<file path="config.mk">
export PLATFORM = sky130hd
export DESIGN_NAME = uart_apb_transmitter
export DESIGN_NICKNAME = d
export VERILOG_FILES = /design/src/rtl/uart_apb_transmitter.sv
export SDC_FILE = /design/constraint.sdc
export NUM_CORES = 1
export LEC_CHECK = 0
export ABC_AREA = 1
export BUFFER_PORTS_ARGS = -buffer_cell sky130_fd_sc_hd__buf_2
export CORE_UTILIZATION = 47
export DETAILED_ROUTE_END_ITERATION = 12
export PLACE_DENSITY = 0.88
export SKIP_LAST_GASP = 1
export SLEW_MARGIN = 20
export SYNTH_ARGS = -nofsm -noshare
export SYNTH_HDL_FRONTEND = slang
export SYNTH_SLANG_ARGS = --single-unit
</file>
<file path="constraint.sdc">
create_clock -name clk -period 3.2 [get_ports clk]
set_input_delay 0.32 -clock clk [delete_from_list [all_inputs] [get_ports clk]]
set_output_delay 0.32 -clock clk [all_outputs]
set_load 0.01 [all_outputs]
</file>
<file path="src/rtl/uart_apb_transmitter.sv">
// UART transmitter with an APB slave front end.
//
// The CPU writes a data word to ADDR_UART over APB. The word lands in a
// one-entry holding register and is serialised onto txOutput using the
// shared 16x baud tick. The frame is a start bit, DATA_BITS data bits sent
// LSB first, and a stop bit of SB_TICK ticks. A read of the same address
// returns status {hold_full, txBusy}.
//
// Ports:
//   clk, reset_n           clock (rising edge), async active-low reset
//   s_tick                 one-cycle pulse at 16x baud rate
//   psel, penable, pwrite  APB control
//   paddr, pwdata          APB address / write data (pwdata[DATA_BITS-1:0] used)
//   prdata, pready, pslverr  APB response (combinational, access phase only)
//   txOutput               serial line, registered, idles high
//   txBusy                 high while a frame is in progress
//   txDoneTick             one-cycle pulse on the final stop-bit tick
module uart_apb_transmitter #(
  parameter int unsigned DATA_BITS = 8,
  parameter int unsigned SB_TICK   = 16,
  parameter logic [31:0] ADDR_UART = 32'h2364
) (
  input  logic        clk,
  input  logic        reset_n,
  input  logic        s_tick,
  input  logic        psel,
  input  logic        penable,
  input  logic        pwrite,
  input  logic [31:0] paddr,
  input  logic [31:0] pwdata,
  output logic [31:0] prdata,
  output logic        pready,
  output logic        pslverr,
  output logic        txOutput,
  output logic        txBusy,
  output logic        txDoneTick
);

  localparam int unsigned S_W = (SB_TICK > 16) ? $clog2(SB_TICK) : 4;
  localparam int unsigned N_W = (DATA_BITS > 1) ? $clog2(DATA_BITS) : 1;
  localparam logic [S_W-1:0] S_LAST    = S_W'(15);
  localparam logic [S_W-1:0] STOP_LAST = S_W'(SB_TICK - 1);
  localparam logic [N_W-1:0] N_LAST    = N_W'(DATA_BITS - 1);

  typedef enum logic [1:0] {IDLE, START, DATA, STOP} state_t;

  state_t               state, state_next;
  logic [S_W-1:0]       s_reg, s_next;
  logic [N_W-1:0]       n_reg, n_next;
  logic [DATA_BITS-1:0] shift_reg, shift_next;
  logic [DATA_BITS-1:0] hold_reg;
  logic                 hold_full;
  logic                 hold_load, hold_drain;
  logic                 tx_reg, tx_next;
  logic                 access, addr_hit;
  logic                 unused_pwdata;

  assign access    = psel & penable;
  assign addr_hit  = (paddr == ADDR_UART);
  assign hold_load = access & addr_hit & pwrite & ~hold_full;

  // Upper write-data bits beyond DATA_BITS are ignored.
  assign unused_pwdata = ^(pwdata >> DATA_BITS);

  assign txBusy   = (state != IDLE);
  assign txOutput = tx_reg;

  // APB response
  always_comb begin
    pready  = 1'b0;
    pslverr = 1'b0;
    prdata  = '0;
    if (access) begin
      if (!addr_hit) begin
        pready  = 1'b1;
        pslverr = 1'b1;
      end else if (pwrite) begin
        pready = ~hold_full;
      end else begin
        pready = 1'b1;
        prdata = {30'b0, hold_full, txBusy};
      end
    end
  end

  // Holding register: load and drain are mutually exclusive since a load
  // needs hold_full=0 and a drain needs hold_full=1.
  always_ff @(posedge clk or negedge reset_n) begin
    if (!reset_n) begin
      hold_reg  <= '0;
      hold_full <= 1'b0;
    end else if (hold_load) begin
      hold_reg  <= pwdata[DATA_BITS-1:0];
      hold_full <= 1'b1;
    end else if (hold_drain) begin
      hold_full <= 1'b0;
    end
  end

  // Transmit FSM state register
  always_ff @(posedge clk or negedge reset_n) begin
    if (!reset_n) begin
      state     <= IDLE;
      s_reg     <= '0;
      n_reg     <= '0;
      shift_reg <= '0;
      tx_reg    <= 1'b1;
    end else begin
      state     <= state_next;
      s_reg     <= s_next;
      n_reg     <= n_next;
      shift_reg <= shift_next;
      tx_reg    <= tx_next;
    end
  end

  always_comb begin
    state_next = state;
    s_next     = s_reg;
    n_next     = n_reg;
    shift_next = shift_reg;
    hold_drain = 1'b0;
    txDoneTick = 1'b0;
    case (state)
      IDLE: begin
        if (hold_full) begin
          hold_drain = 1'b1;
          shift_next = hold_reg;
          s_next     = '0;
          state_next = START;
        end
      end
      START: begin
        if (s_tick) begin
          if (s_reg == S_LAST) begin
            s_next     = '0;
            n_next     = '0;
            state_next = DATA;
          end else begin
            s_next = s_reg + 1'b1;
          end
        end
      end
      DATA: begin
        if (s_tick) begin
          if (s_reg == S_LAST) begin
            s_next     = '0;
            shift_next = shift_reg >> 1;
            if (n_reg == N_LAST) state_next = STOP;
            else                 n_next     = n_reg + 1'b1;
          end else begin
            s_next = s_reg + 1'b1;
          end
        end
      end
      STOP: begin
        if (s_tick) begin
          if (s_reg == STOP_LAST) begin
            txDoneTick = 1'b1;
            state_next = IDLE;
          end else begin
            s_next = s_reg + 1'b1;
          end
        end
      end
      default: state_next = IDLE;
    endcase

    // Line level is decoded from the next state so the registered output
    // changes on the same edge as the state, with no extra cycle of lag.
    tx_next = 1'b1;
    case (state_next)
      START:   tx_next = 1'b0;
      DATA:    tx_next = shift_next[0];
      default: tx_next = 1'b1;
    endcase
  end

endmodule

</file>
==> results.sh, run 1 <==
export IMPL_ant_nets=0
export IMPL_ys_ff_latch=27
export IMPL_first_pass_iters=4
export IMPL_ios=107
export IMPL_path_clk_slew_ns=0.09
export IMPL_r2r_end="shift_reg[4]"
export IMPL_gp_congestion=0.866
export IMPL_worst_pin_slew_ns=0.662
export IMPL_arrival_ns=1.77
export IMPL_slew_viol_final=0
export IMPL_clock_latency_ns=0.27
export IMPL_avgRoutedWirePerCell_um=9.92
export IMPL_crit_fanout=12
export IMPL_clock_tree_root_cell="clkbuf_8"
export IMPL_cp_required_ns=2.88
export IMPL_postCtsSetupRepairBufs=0
export IMPL_routed_via_density=4.75
export IMPL_rows=22
export IMPL_grt_overflow=0
export IMPL_min_period_ns=2.09
export IMPL_nNetsFinal=374
export IMPL_cts_repair_resize_count=0
export IMPL_cts_tree="yes"
export IMPL_critPathCaptureType="output pin"
export IMPL_routed_wl_um=3410
export IMPL_syn_cell_area_um2=1830
export IMPL_crit_path_top_delay_cell="nor2_1"
export IMPL_fmax_mhz=478
export IMPL_utilization_pct=55.6
export IMPL_rsz0062_at_grt="no"
export IMPL_first_global_vias=1497
export IMPL_power_density_nw_per_um2=421
export IMPL_grtUsageMet2_pct=34.3
export IMPL_clock_path_buffers=2
export IMPL_finalHoldViolCount=0
export IMPL_busiest_layer="met2"
export IMPL_htree_levels=1
export IMPL_synthCells=245
export IMPL_synth_cell_types=27
export IMPL_start_util_pct=49.5
export IMPL_r2r_start="state[0]"
export IMPL_die_w_um=64.3
export IMPL_slew_headroom_pct=55.7
export IMPL_grt_max_degree=28
export IMPL_portBuffers=52
export IMPL_fin_crit_sh_pct=65.4
export IMPL_hold_path_class="primary input to asynchronous set/reset pin"
export IMPL_use_met1_pct=20.0
export IMPL_antennaDiodeCount=0
export IMPL_crit_chain="buf_2, nor2_1, nand3_1, nor2_1, nand2_1, nor2_1, nand2_1, nor3_1, buf_2"
export IMPL_cts_sink_count=27
export IMPL_drc=0
export IMPL_antenna_found_initial=0
export IMPL_leakagePower_uw=0.00114
export IMPL_area_growth_pct=12.4
export IMPL_cts_buffers=3
export IMPL_crit_path_frequent_cell="nor2_1"
export IMPL_finalSetupViolCount=0
export IMPL_outcome="completed"
export IMPL_clock_skew_ns=0.00336
export IMPL_postCtsHoldBufs=0
export IMPL_die_h_um=64.3
export IMPL_vdd_drop_max_uv=249
export IMPL_grt_use_met3_pct=2.86
export IMPL_num_vias=1635
export IMPL_drive_gt1_share_pct=24.7
export IMPL_r2r_cells=8
export IMPL_yosys_warnings=0
export IMPL_coreArea_um2=3690
export IMPL_fin_setup_tns_ns=0
export IMPL_ff2ff_setup_slack_ns=1.45
export IMPL_max_stage_delay_ns=0.51
export IMPL_maxCapViolCount=0
export IMPL_setup_worst_path_start_class="primary input"
export IMPL_worstSetupPathType="primary input to output pin"
export IMPL_grt_pass1_wl_um=5840
export IMPL_yosysSeqAreaShare_pct=37.1
export IMPL_die_area_um2=4140
export IMPL_syn_area_per_cell_um2=7.45
export IMPL_first_iter_violations=40
export IMPL_place_hpwl_um=2750
export IMPL_grt_usage_pct=18.0
[critical path, delay by kind of cell]
family                 cells  cell delay, ns
AND/OR/NAND/NOR            7            1.20
buffers and inverters      2            0.25
[cell usage in the layout, fill, tap and decap left out]
master      instances
nor3_2              1
clkinv_1            2
clkinvlp_4          1
nand4_4             1
dfrtp_1            26
nand2_1            63
dfstp_2             1
xor2_1              1
nand2_2             5
a31oi_1             7
nand4_1            10
ha_1                7
nor2_2              1
nor2_4              1
clkbuf_8            3
a21oi_1             5
nor3_1              2
conb_1             30
nor2_1             29
inv_1              15
o21ai_1             6
or2_1               1
nand3_1            18
inv_2               6
o21a_1              1
nand3_2             1
buf_2              52
[power breakdown]
group,total (µW),leakage [µW],switching (µW),internal (µW)
Clock,198,0.0000217,109,88.5
Combinational,227,0.000761,136,90.5
Sequential,439,0.000360,34.6,405
[cell usage after synthesis]
| cell | number | area share (%) |
|---|---|---|
| a21oi_1 | 5 | 1.4 |
| a31oi_1 | 7 | 2.4 |
| buf_2 | 3 | 0.82 |
| buf_4 | 30 | 12 |
| buf_6 | 1 | 0.62 |
| clkinv_1 | 2 | 0.41 |
| conb_1 | 1 | 0.21 |
| dfrtp_1 | 26 | 36 |
| dfstp_2 | 1 | 1.4 |
| ha_1 | 7 | 4.8 |
| inv_1 | 15 | 3.1 |
| inv_2 | 6 | 1.2 |
| nand2_1 | 63 | 13 |
| nand2_2 | 5 | 1.7 |
| nand3_1 | 18 | 4.9 |
| nand3_2 | 1 | 0.55 |
| nand4_1 | 10 | 3.4 |
| nand4_4 | 1 | 1.2 |
| nor2_1 | 29 | 6.0 |
| nor2_2 | 1 | 0.34 |
| nor2_4 | 1 | 0.62 |
| nor3_1 | 2 | 0.55 |
| nor3_2 | 1 | 0.55 |
| o21a_1 | 1 | 0.41 |
| o21ai_1 | 6 | 1.6 |
| or2_1 | 1 | 0.34 |
| xor2_1 | 1 | 0.48 |
[routing by layer]
layer  share of wire (%)  vias to the layer above  wire [µm]
met3                 6.6                        4        225
met5                   0                        -          0
met2                  51                       73       1760
li1                    -                      830          -
met1                  41                      728       1390
met4                 1.3                        0         44
[layout make-up]
class | instances | area, µm²
inverter | 23 | 86.3
sequential | 27 | 677
multi-input combinational | 190 | 920
clock buffer | 3 | 41.3
tap | 48 | 60.1
clock inverter | 1 | 7.51
fill | 367 | 1640
timing repair buffer | 52 | 260
[worst max path at each step]
stage	start	end	cells past startpoint
after global placement	paddr[15]	prdata[0]	9
after detailed placement	paddr[15]	prdata[0]	9
after global routing	paddr[15]	prdata[0]	9
final	paddr[15]	prdata[0]	9
after floorplan	state[1]	s_reg[3]	8
after CTS	paddr[15]	prdata[0]	9
[metrics by stage]
step	instances	power (µW)	worst slack, ns	cell area, µm²	hold WS [ns]
after floorplan	274	626	1.71	1930	0.0244
after global placement	340	665	1.05	2000	0.361
after detailed placement	340	675	1.08	2000	0.364
after CTS	344	872	1.06	2050	0.0625
after global routing	344	919	0.865	2050	0.0825
final	344	864	1.11	2050	0.0368
[logic make-up (layout without fill, tap and decap cells)]
logic type                 count (synthesis)  after routing  synth area share (%)
AOI/OAI and AO/OA                         19             19                  5.83
xor gates and xnor gates                   1              1                 0.480
adders and majority gates                  7              7                  4.80
buffers and inverters                     57             79                  18.5
DFF                                       27             27                  37.1
other                                      1             30                 0.205
and+or+nand+nor                          133            133                  33.1
No activity file was read; power rests on OpenSTA's default activity.
==> inputs of run 2 (changes only) <==
- CORE_UTILIZATION: 47 -> 44
- PLACE_DENSITY: 0.88 -> 0.84
- clock period: 3.2 -> 2 ns (I/O delays scaled with it)
==> results.sh, run 2 (synthesized netlist as in run 1, its figures left out) <==
export IMPL_outcome="completed"
export IMPL_switching_power_uw=437
export IMPL_first_iter_violations=36
export IMPL_grt_overflow=0
export IMPL_finalHoldViolCount=0
export IMPL_path_clk_slew_ns=0.09
export IMPL_area_growth_pct=13.7
export IMPL_min_period_ns=1.74
export IMPL_utilization_pct=51.9
export IMPL_combPwrFrac_pct=26.4
export IMPL_rsz0062_at_grt="no"
export IMPL_wl_met2_um=1590
export IMPL_grt_max_degree=28
export IMPL_start_util_pct=45.6
export IMPL_switching_share_pct=31.8
export IMPL_die_w_um=66.4
export IMPL_maxUsedRoutingLayer="met4"
export IMPL_power_uw=1370
export IMPL_fmax_mhz=573
export IMPL_cts_tree="yes"
export IMPL_die_h_um=66.4
export IMPL_dr_wl_met3_um=166
export IMPL_arrival_ns=1.96
export IMPL_rows=23
export IMPL_setup_worst_path_start_class="flip-flop"
export IMPL_dp_cells=344
export IMPL_ios=107
export IMPL_worst_slack_ns=0.255
export IMPL_crit_path_frequent_cell="nand2_1"
export IMPL_leakagePower_uw=0.00116
export IMPL_routed_wl_um=3240
export IMPL_grt_pass1_wl_um=5480
export IMPL_p_int_uw=937
export IMPL_avgRoutedWirePerCell_um=9.29
export IMPL_num_vias=1613
export IMPL_power_density_nw_per_um2=662
export IMPL_cts_sink_count=27
export IMPL_routed_via_density=4.62
export IMPL_slew_headroom_pct=61.0
export IMPL_m1WireLength_um=1440
export IMPL_maxCapViolCount=0
export IMPL_finalSetupViolCount=0
export IMPL_cts_repair_resize_count=0
export IMPL_hold_path_class="primary input to flip-flop"
export IMPL_p_clk_share_pct=22.4
export IMPL_htree_levels=1
export IMPL_first_pass_iters=4
export IMPL_clock_latency_ns=0.27
export IMPL_worst_pin_slew_ns=0.585
export IMPL_nFillCells=384
export IMPL_cts_buffers=3
export IMPL_max_stage_delay_ns=0.43
export IMPL_ant_nets=0
export IMPL_clock_path_buffers=2
export IMPL_grt_usage_pct=16.1
export IMPL_antennaDiodeCount=0
export IMPL_critPathBufInv=1
export IMPL_place_hpwl_um=2660
export IMPL_portBuffers=52
export IMPL_nNetsFinal=377
export IMPL_fin_setup_tns_ns=0
export IMPL_cp_required_ns=2.21
export IMPL_final_cells=349
export IMPL_multi_input_area_um2=920
export IMPL_place_ws_ns=0.291
export IMPL_drc=0
export IMPL_crit_fanout=8
export IMPL_final_cell_mix="nand2_1, buf_2, conb_1, nor2_1, dfrtp_1"
export IMPL_clock_skew_ns=0.00403
export IMPL_crit_path_top_delay_cell="dfrtp_1"
export IMPL_gp_congestion=0.796
export IMPL_cp_top_family="simple AND/OR/NAND/NOR gates"
export IMPL_critPathCaptureType="flip-flop"
export IMPL_p_seq_share_pct=51.2
export IMPL_fin_crit_sh_pct=87.2
export IMPL_coreArea_um2=4000
export IMPL_final_common_cell="nand2_1"
export IMPL_vdd_drop_max_uv=266
export IMPL_worstSetupPathType="flip-flop to flip-flop"
export IMPL_die_area_um2=4410
export IMPL_crit_chain="inv_1, ha_1, nand2_1, nand2_1, nand2_2, a21oi_1, nand2_1, nand2_1, nand2_1"
export IMPL_antenna_found_initial=0
export IMPL_postCtsHoldBufs=1
export IMPL_slew_viol_final=0
export IMPL_drive_gt1_share_pct=24.7
export IMPL_clock_tree_root_cell="clkbuf_8"
export IMPL_seq_area_um2=677
export IMPL_postCtsSetupRepairBufs=0
export IMPL_first_global_vias=1378
==> run 2: worst paths after layout <==
check / startpoint / endpoint / slack [ns] / depth (start not counted)
max: state[1] / txOutput / 0.26 / 9
min: pwdata[5] / hold_reg[5] / 0.17 / 3
max reg2reg: state[1] / txOutput / 0.26 / 9
min reg2reg: hold_reg[2] / hold_reg[2] / 0.48 / 2
max in group asynchronous: reset_n / hold_reg[3] / 1.16 / 2
min in group asynchronous: reset_n / state[0] / 0.46 / 2
==> run 2: cell type report <==
type / instances / area share (%)
well taps: 50 / 3.01
inverters: 23 / 4.16
flip-flops and latches: 27 / 32.6
multi-input cells: 190 / 44.3
clock buffers: 4 / 2.17
repair buffers: 55 / 13.7
==> run 2: layer usage <==
layer,vias to the layer above,track usage [%]
met2,66,28.4
met4,0,6.38
met3,4,2.76
met5,-,0
met1,707,19.3
li1,836,-
==> run 2: through the flow <==
| step | area (µm²) | hold slack [ns] |
|---|---|---|
| floorplan | 1930 | -0.0956 |
| global placement | 2020 | 0.237 |
| detailed placement | 2020 | 0.245 |
| CTS | 2080 | 0.167 |
| global route | 2080 | 0.171 |
| finish | 2080 | 0.168 |
==> run 2: power groups by stage <==
| stage | registers (µW) | clock network [µW] | logic, µW |
|---|---|---|---|
| detailed placement | 715 | 0 | 362 |
| CTS | 704 | 318 | 365 |
| global placement | 713 | 0 | 351 |
| finish | 703 | 308 | 363 |
| floorplan | 708 | 0 | 294 |
| global route | 717 | 341 | 417 |
==> run 2: worst reg2reg max path, cell delays in order, from the launching register on <==
cell and delay [ns]:
dfrtp_1 0.43, inv_1 0.14, ha_1 0.35, nand2_1 0.16, nand2_1 0.11, nand2_2 0.08
a21oi_1 0.22, nand2_1 0.08, nand2_1 0.06, nand2_1 0.05
==> inputs of run 3 (changes only) <==
- CELL_PAD_IN_SITES_DETAIL_PLACEMENT: not set -> 0
- CELL_PAD_IN_SITES_GLOBAL_PLACEMENT: not set -> 1
- CORE_UTILIZATION: 44 -> 29
- PLACE_DENSITY: 0.84 -> 0.86
==> results.sh, run 3 (synthesized netlist as in run 1, its figures left out) <==
export IMPL_finalSetupViolCount=0
export IMPL_die_area_um2=6620
export IMPL_critPathCaptureType="output pin"
export IMPL_hold_path_class="primary input to flip-flop"
export IMPL_grt_usage_pct=12.4
export IMPL_worstSetupPathType="flip-flop to output pin"
export IMPL_cts_sink_count=27
export IMPL_maxCapViolCount=0
export IMPL_routed_via_density=4.32
export IMPL_routed_wl_um=3660
export IMPL_avgRoutedWirePerCell_um=9.79
export IMPL_die_h_um=81.3
export IMPL_first_pass_iters=4
export IMPL_gp_congestion=0.742
export IMPL_drive_gt1_share_pct=25.1
export IMPL_cp_required_ns=1.80
export IMPL_clock_tree_root_cell="clkbuf_8"
export IMPL_fin_setup_tns_ns=0
export IMPL_cp_top_family="flip-flops"
export IMPL_path_clk_slew_ns=0.11
export IMPL_drc=0
export IMPL_grt_overflow=0
export IMPL_coreArea_um2=5990
export IMPL_antenna_found_initial=0
export IMPL_grt_max_degree=28
export IMPL_max_stage_delay_ns=0.41
export IMPL_cts_tree="yes"
export IMPL_finalHoldViolCount=0
export IMPL_portBuffers=52
export IMPL_place_hpwl_um=2930
export IMPL_clock_path_buffers=2
export IMPL_antennaDiodeCount=0
export IMPL_fmax_mhz=577
export IMPL_crit_fanout=8
export IMPL_ant_nets=0
export IMPL_final_area_um2=2110
export IMPL_startpoint="state[1]"
export IMPL_final_cell_mix="nand2_1, buf_2, conb_1, nor2_1, dfrtp_1"
export IMPL_leakagePower_uw=0.00116
export IMPL_slew_headroom_pct=58.8
export IMPL_num_vias=1615
export IMPL_first_global_vias=1530
export IMPL_fin_crit_sh_pct=86.6
export IMPL_cts_buffers=3
export IMPL_utilization_pct=35.3
export IMPL_setup_worst_path_start_class="flip-flop"
export IMPL_min_period_ns=1.73
export IMPL_power_density_nw_per_um2=665
export IMPL_rows=28
export IMPL_worst_pin_slew_ns=0.619
export IMPL_crit_chain="inv_1, ha_1, nor3_1, buf_2"
export IMPL_first_iter_violations=97
export IMPL_clock_latency_ns=0.28
export IMPL_placedInstanceArea_um2=2050
export IMPL_crit_path_top_delay_cell="dfrtp_1"
export IMPL_outcome="completed"
export IMPL_cts_repair_resize_count=0
export IMPL_rsz0062_at_grt="no"
export IMPL_die_w_um=81.3
export IMPL_nNetsFinal=377
export IMPL_clock_skew_ns=0.0113
export IMPL_place_ws_ns=0.312
export IMPL_grt_pass1_wl_um=6390
export IMPL_worst_slack_ns=0.268
export IMPL_slew_viol_final=0
export IMPL_final_common_cell="nand2_1"
export IMPL_start_util_pct=30.5
export IMPL_critPathBufInv=2
export IMPL_arrival_ns=1.53
export IMPL_r2r_start="state[1]"
export IMPL_vdd_drop_max_uv=298
export IMPL_worstHoldStart="pwdata[6]"
export IMPL_area_growth_pct=15.7
export IMPL_ios=107
export IMPL_htree_levels=1
-- run 3: cell count changes in the layout (fill, tap and decap cells not counted), sizes merged --
| cell | delta |
|---|---|
| inv | +1 |
| clkbuf | -1 |
-- run 3: power by group --
part           internal, µW  switching, µW
clock network           147            188
logic                   147            218
registers               648           56.5
-- run 3: area by class of cell --
cell class                      instances  area [µm²]
Fill cell                             641        3880
Multi-Input combinational cell        190         920
Sequential cell                        27         677
Timing Repair Buffer                   55         285
Tap cell                               75        93.8
Inverter                               23        86.3
Clock buffer                            3        41.3
Clock inverter                          1        8.76
-- run 3: metrics by stage --
step	power (µW)	instances	hold slack (ns)
after floorplan	1000	274	-0.0956
after global placement	1070	369	0.253
after detailed placement	1080	369	0.260
after CTS	1420	374	0.146
after global routing	1510	374	0.138
final	1400	374	0.153
-- run 3: path summary, 6_finish.rpt --
check | end | slack (ns) | depth (start not counted)
min in group asynchronous | shift_reg[4] | 0.46 | 2
setup / recovery | prdata[0] | 0.27 | 4
hold reg to reg | hold_reg[1] | 0.48 | 2
max in group asynchronous | shift_reg[6] | 1.13 | 2
hold / removal | hold_reg[6] | 0.15 | 3
setup reg to reg | txOutput | 0.28 | 9
-- run 3: repair_timing --
item,in CTS,in global routing
hold endpoints to repair,26,0
buffers inserted,0,0
hold buffers,1,0
-- run 3: routing by layer --
metal  GRT usage (%)  vias up  part of all wire [%]
met2            21.8       65                    47
met3            2.70        4                   5.8
met1            15.0      714                    46
li1                -      832                     -
met5               0        -                     0
met4            3.21        0                   1.1
-- run 3: worst min-delay path, delay by kind of cell --
| kind | cells | cell delay, ns |
|---|---|---|
| buffers and inverters | 1 | 0.09 |
| and+or+nand+nor | 2 | 0.12 |
